--- config.mk ---
export PLATFORM = sky130hd
export DESIGN_NAME = demux_1ton_reg
export DESIGN_NICKNAME = d
export VERILOG_FILES = /design/src/rtl/demux_1ton_reg.sv
export SDC_FILE = /design/constraint.sdc
export NUM_CORES = 1
export LEC_CHECK = 0
export BUFFER_PORTS_ARGS = -buffer_cell sky130_fd_sc_hd__buf_2
export CELL_PAD_IN_SITES_DETAIL_PLACEMENT = 0
export CELL_PAD_IN_SITES_GLOBAL_PLACEMENT = 1
export CORE_AREA = 5 5 64 66
export DETAILED_ROUTE_END_ITERATION = 10
export DIE_AREA = 0 0 69 71
export PLACE_DENSITY_LB_ADDON = 0.1
export SYNTH_ARGS = -nofsm -noshare
export SYNTH_HDL_FRONTEND = slang
export SYNTH_SLANG_ARGS = --single-unit
--- constraint.sdc ---
create_clock -name clk -period 2 [get_ports clk]
set_clock_uncertainty 0.15 [all_clocks]
set_input_delay 0.4 -clock clk [delete_from_list [all_inputs] [get_ports clk]]
set_output_delay 0.4 -clock clk [all_outputs]
set_load 0.01 [all_outputs]
--- src/rtl/demux_1ton_reg.sv ---
// Registered 1-to-N stream demultiplexer with a one-entry holding register per lane.
// Ports: clk, rst (sync, active high), in_data/in_sel/in_valid/in_ready (input stream),
//        out_data/out_valid/out_ready (N lanes), drop_err/drop_cnt (out-of-range select).
module demux_1ton_reg #(
   parameter int N     = 2,
   parameter int WIDTH = 8,
   parameter int SELW  = 4
) (
   input  logic               clk,
   input  logic               rst,
   input  logic [WIDTH-1:0]   in_data,
   input  logic [SELW-1:0]    in_sel,
   input  logic               in_valid,
   output logic               in_ready,
   output logic [N*WIDTH-1:0] out_data,
   output logic [N-1:0]       out_valid,
   input  logic [N-1:0]       out_ready,
   output logic               drop_err,
   output logic [7:0]         drop_cnt
);

   logic in_range;
   logic sel_free;
   logic accept;

   // Lane lookup by loop so an out-of-range in_sel never indexes past N.
   always_comb begin
      in_range = (int'(in_sel) < N);
      sel_free = 1'b0;
      for (int k = 0; k < N; k++) begin
         if (int'(in_sel) == k) begin
            sel_free = !out_valid[k] | out_ready[k];
         end
      end
   end

   // Out-of-range words are always taken so they can be discarded.
   assign in_ready = !rst & (in_range ? sel_free : 1'b1);
   assign accept   = in_valid & in_ready;

   // Load wins over drain: a same-cycle load+drain is a replace.
   always_ff @(posedge clk) begin
      if (rst) begin
         out_valid <= '0;
         out_data  <= '0;
      end else begin
         for (int k = 0; k < N; k++) begin
            if (accept && int'(in_sel) == k) begin
               out_data[k*WIDTH +: WIDTH] <= in_data;
               out_valid[k]               <= 1'b1;
            end else if (out_ready[k]) begin
               out_valid[k] <= 1'b0;
            end
         end
      end
   end

   always_ff @(posedge clk) begin
      if (rst) begin
         drop_err <= 1'b0;
         drop_cnt <= '0;
      end else begin
         drop_err <= accept & !in_range;
         if (accept && !in_range && drop_cnt != 8'hff) begin
            drop_cnt <= drop_cnt + 8'd1;
         end
      end
   end

endmodule

* After elaboration in Yosys (flattened, before gate mapping)
Index checks and enable logic that the tools add are counted.
Storage, ports and cells: register bits after elaboration 27, latch bits 0, RAM bits 0, memory bits (read-only) 0, input port bits 17, output and inout port bits 28, logic and storage cells 33, memories 0
Cells by class: $add $sub $neg 1, multiply operators 0, divide/modulo/power cells 0, magnitude comparators 1, equal/unequal tests 2, shift-type cells 0, muxes and demuxes 7, bitwise gates (word level) 5, reductions and logical operators 11
Operators with widths (count):
- adder 8 x 1 -> 8 bit, second input constant | 1
- inequality test 8 bit, second input constant | 1
- 2-to-1 mux 1 bit | 7
- equality test 4 x 2 -> 1 bit, second input constant | 1
- logical AND 1 bit | 4
- logical NOT 1 bit | 4
- logical NOT 4 bit | 1
- < comparator 4 x 2 -> 1 bit, second input constant | 1
- nonzero test 2 bit | 2
- AND 1 bit | 3
- OR 1 bit | 2

* Depth between registers and ports, before layout
word-level depth 9, depth in mapped cells 6, depth with buffers taken out 5

* Worst setup path before layout
OpenSTA, ideal clock, no wires.
path kind input -> register, from input in_sel[1], to register out_data[0], library setup time 0.128 ns, arrival time 1.467 ns, required time 1.722 ns, slack 0.255 ns, stages 5, path buffers 1, cell sequence or3_4 -> nor4_2 -> buf_6 -> mux2i_1 -> nor2_1
Between the ends: word-level cells in the longest chain between the ends 7, elaborated cells on any way between the ends 9, those cells by class order compare (1); eq/ne (1); mux (3); bitwise (2); reduce/logical (2)
RTL lines:
- from (decl) | RTL line 12 | input logic [SELW-1:0] in_sel,
- logical NOT 4 bit | RTL line 31, 48
- 2-to-1 mux 1 bit (2 in a row) | RTL line 31 | if (int'(in_sel) == k) begin
- 2-to-1 mux 1 bit | RTL line 38 | assign in_ready = !rst & (in_range ? sel_free : 1'b1);
- AND 1 bit | RTL line 38
- AND 1 bit | RTL line 39 | assign accept = in_valid & in_ready;
- logical AND 1 bit * | RTL line 48 | if (accept && int'(in_sel) == k) begin
- to (signal, indexed assignment) | RTL line 49 | out_data[k*WIDTH +: WIDTH] <= in_data;
- to (decl) | RTL line 15 | output logic [N*WIDTH-1:0] out_data,
Every way passes the cells marked *; elsewhere a longest branch is shown, timed or not. A chain may end at the register's enable or synchronous reset.

* Worst setup path in the final report
from input in_sel[1], to output in_ready
Between the ends: word-level cells in the longest chain between the ends 5, elaborated cells on any way between the ends 7, those cells by class order compare (1); eq/ne (1); mux (3); bitwise (1); reduce/logical (1)
RTL lines:
- logical NOT 4 bit | RTL line 31
- 2-to-1 mux 1 bit (2 in a row) | RTL line 31
- 2-to-1 mux 1 bit * | RTL line 38
- AND 1 bit * | RTL line 38
- to (decl) | RTL line 14 | output logic in_ready,
Marked as above.

==> summary.md <==
| Metric | Value |
|---|---|
| Drt drc | `0` |
| CP Max Fanout | `4` |
| Worst-Margin Slew | `0.455 ns` |
| Routed length per instance | `12.6 microns` |
| Syn. warnings | `0` |
| RSZ-0062 raised after global routing | `false` |
| Post-Layout Cell Count | `212` |
| Fin Hold WS | `between 0.15 and 0.2 ns` |
| Port-buffer cells | `44` |
| DIE WIDTH | `~70 microns` |
| Tmin final | `roughly 1.7 ns` |
| Hold buffer count at CTS | `0` |
| Via count | `978` |
| Dpl cells | `approximately 210` |
| Final net count | `183` |
| Fin crit share | `0.867` |
| Post-route ant nets | `0` |
| IO Pins | `45` |
| CTS max path bufs | `2` |
| Combinational cell fraction of total power | `0.079` |
| Final hold viol count | `0` |
| Async SR Flop Fraction | `0` |
| Vias per cell | `about 4.6` |
| Seq pwr share | `0.646` |
| Crit path top cell by count | `buf_2` |
| Slowest CP cell | `nor3_1` |
| Largest family of logic cells by synthesized area | `simple AND/OR/NAND/NOR gates` |
| Tot Pwr | `850 uW` |
| Total grt overflow | `0` |
| CP Cell Sequence | `buf_2, nor3_1, a21oi_1, buf_2` |
| Clk pwr share | `0.275` |
| Pint | `roughly 650 uW` |
| Power Density | `approximately 590 nW/um^2` |
| Clk slew on worst S/H paths | `about 0.15 ns` |
| Die ar. | `roughly 4900 sq um` |
| Setup TNS | `0 ns` |
| Setup CP Type | `in2out` |
| Xor and xnor area share after synthesis | `0.00773` |
| Total GRT Usage | `0.113` |
| CTS Root Cell | `clkbuf_4` |
| Startpoint types | `input pin` |
| Top FF cell, synth | `dfxtp_1` |
| Max cap viols | `0` |
| Largest net degree at the start of global routing | `21` |
| Adder-Cell Fraction of Synth Area | `0.0110` |
| Mean post-synth cell area | `~9.5 sq um` |
| Mapped Nets | `137` |
| Post-Synthesis Cells | `between 100 and 150` |
| Initial Utilization | `0.321` |
| Register area share after synthesis | `0.477` |
| Clk_lat worst skew | `0.32 ns` |
| Post-Synth Simple-Gate Area | `0.219` |
| Area Overhead vs Synth | `26.4%` |
| Inserted Diodes | `0` |
| WP data arrival | `1.18 ns` |
| Outcome | `complete, no violations` |
| Post-synthesis mux area share | `0.168` |
| DRT iter0 DRCs | `39` |
| EDFF count, synth | `0` |
| Leak | `between 0.0006 and 0.0007 uW` |
| F_max | `between 500 and 600 MHz` |
| First-pass GRT wire length | `4.55 mm` |
| Max_slew headroom | `0.694` |
| Antenna violations before repair | `0` |
| Switch share | `0.237` |
| Dpl hpwl | `roughly 2.1 mm` |
| CTS Buf Count | `3` |
| Hold WC Path Type | `in2reg` |
| Core area | `approximately 3500 sq um` |
| Final number of max-transition violations | `0` |
| Post-synthesis compound-gate area fraction | `0.0796` |
| CTS Sinks | `27` |
| Routed WL | `between 2 and 3 mm` |
| Sw power | `about 200 uW` |
| H-tree depth | `1` |
| Num rows | `22` |
| CTS tree | `yes` |
| VDD IR max | `291 uV` |
| CP Capture Type | `output pin` |
| Layout cells sized above 1 | `0.329` |
| Worst path max stage delay | `between 0.4 and 0.5 ns` |
| CP Data Required Time | `approximately 1.5 ns` |
| Yosys reg bits | `27` |
| Cell area after synthesis | `about 1100 sq um` |
| Die Ht | `between 70 and 80 microns` |
| CTS resizes | `0` |
| Post-CTS Setup Bufs | `0` |
| Number of global-route vias before repair | `between 900 and 1000` |
| Finish-stage setup viols | `0` |
| Placer Congestion | `0.693` |
| Drt pass-1 iters | `2` |
| Netlist cell types | `29` |
worst max-delay path, delay by kind of cell:
family	cells	cell delay, ns
AOI/OAI and AO/OA	1	0.11
and+or+nand+nor	1	0.41
buffers and inverters	2	0.26
cell usage after synthesis, drive strengths merged, types with 2 or more instances:
library cell / instances / share of area
dfxtp: 27 / 0.48
nor2: 23 / 0.076
mux2i: 19 / 0.17
a21oi: 7 / 0.031
nand2: 4 / 0.013
nand4: 4 / 0.022
buf: 3 / 0.018
clkbuf: 3 / 0.0099
inv: 3 / 0.0099
nand2b: 3 / 0.017
or3: 3 / 0.021
and4: 2 / 0.017
nand3: 2 / 0.0088
nor2b: 2 / 0.011
nor3: 2 / 0.0088
o211ai: 2 / 0.013
o21ai: 2 / 0.0088
stage by stage:
step | setup slack [ns] | utilization | instance area [sq um]
finish | 0.267 | 0.406 | 1430
global route | 0.0991 | 0.406 | 1430
CTS | 0.263 | 0.406 | 1430
detailed placement | 0.0527 | 0.398 | 1400
global placement | 0.0884 | 0.398 | 1400
floorplan | 0.255 | - | 1130
worst paths after layout:
check / slack, ns / cells after the start / to / from
max: 0.27 / 4 / in_ready / in_sel[1]
max reg2reg: 0.28 / 5 / drop_cnt[4] / drop_cnt[0]
min: 0.17 / 3 / out_data[15] / in_data[7]
min reg2reg: 0.36 / 2 / out_data[14] / out_data[14]
flip-flops by register name (all words and copies together) (netlist names):
signal	count
drop_err	1
out_valid	2
out_data	16
drop_cnt	8
cell type report:
| type | instances | area [sq um] |
|---|---|---|
| fill | 411 | 2090 |
| multi-input combinational | 83 | 549 |
| sequential | 27 | 541 |
| timing repair buffer | 47 | 243 |
| tap | 48 | 60.1 |
| clock buffer | 3 | 22.5 |
| inverter | 3 | 11.3 |
| clock inverter | 1 | 5.00 |
power by group through the flow:
stage          Sequential (uW)  Combinational (uW)  Clock [uW]
2_1_floorplan              564                29.8           0
3_3_place_gp               561                67.2           0
3_5_place_dp               561                67.9           0
4_1_cts                    550                68.2         253
5_1_grt                    551                74.7         278
6_report                   549                67.0         234
cells by family after synthesis:
kind of cell,Yosys count
compound gates,14
xor+xnor,1
fa+ha+maj,1
buf+inv,9
flops,27
mux,19
simple gates,48
cells in the final DEF, fill, tap and decap left out, types with 3 or more instances in the layout:
cell,netlist,layout
a21oi_1,7,7
buf_2,1,44
buf_4,0,3
clkbuf_4,0,3
dfxtp_1,27,27
inv_1,3,3
mux2i_1,19,19
nand2_1,4,4
nand2b_1,3,3
nand4_1,4,4
nor2_1,23,23
per-layer routing:
layer / GRT usage / wire [microns]
met2: 0.194 / 1290
met1: 0.130 / 1190
met3: 0.0398 / 165
met5: 0 / 0
met4: 0.0390 / 23
(Power assumes the default switching activity.)
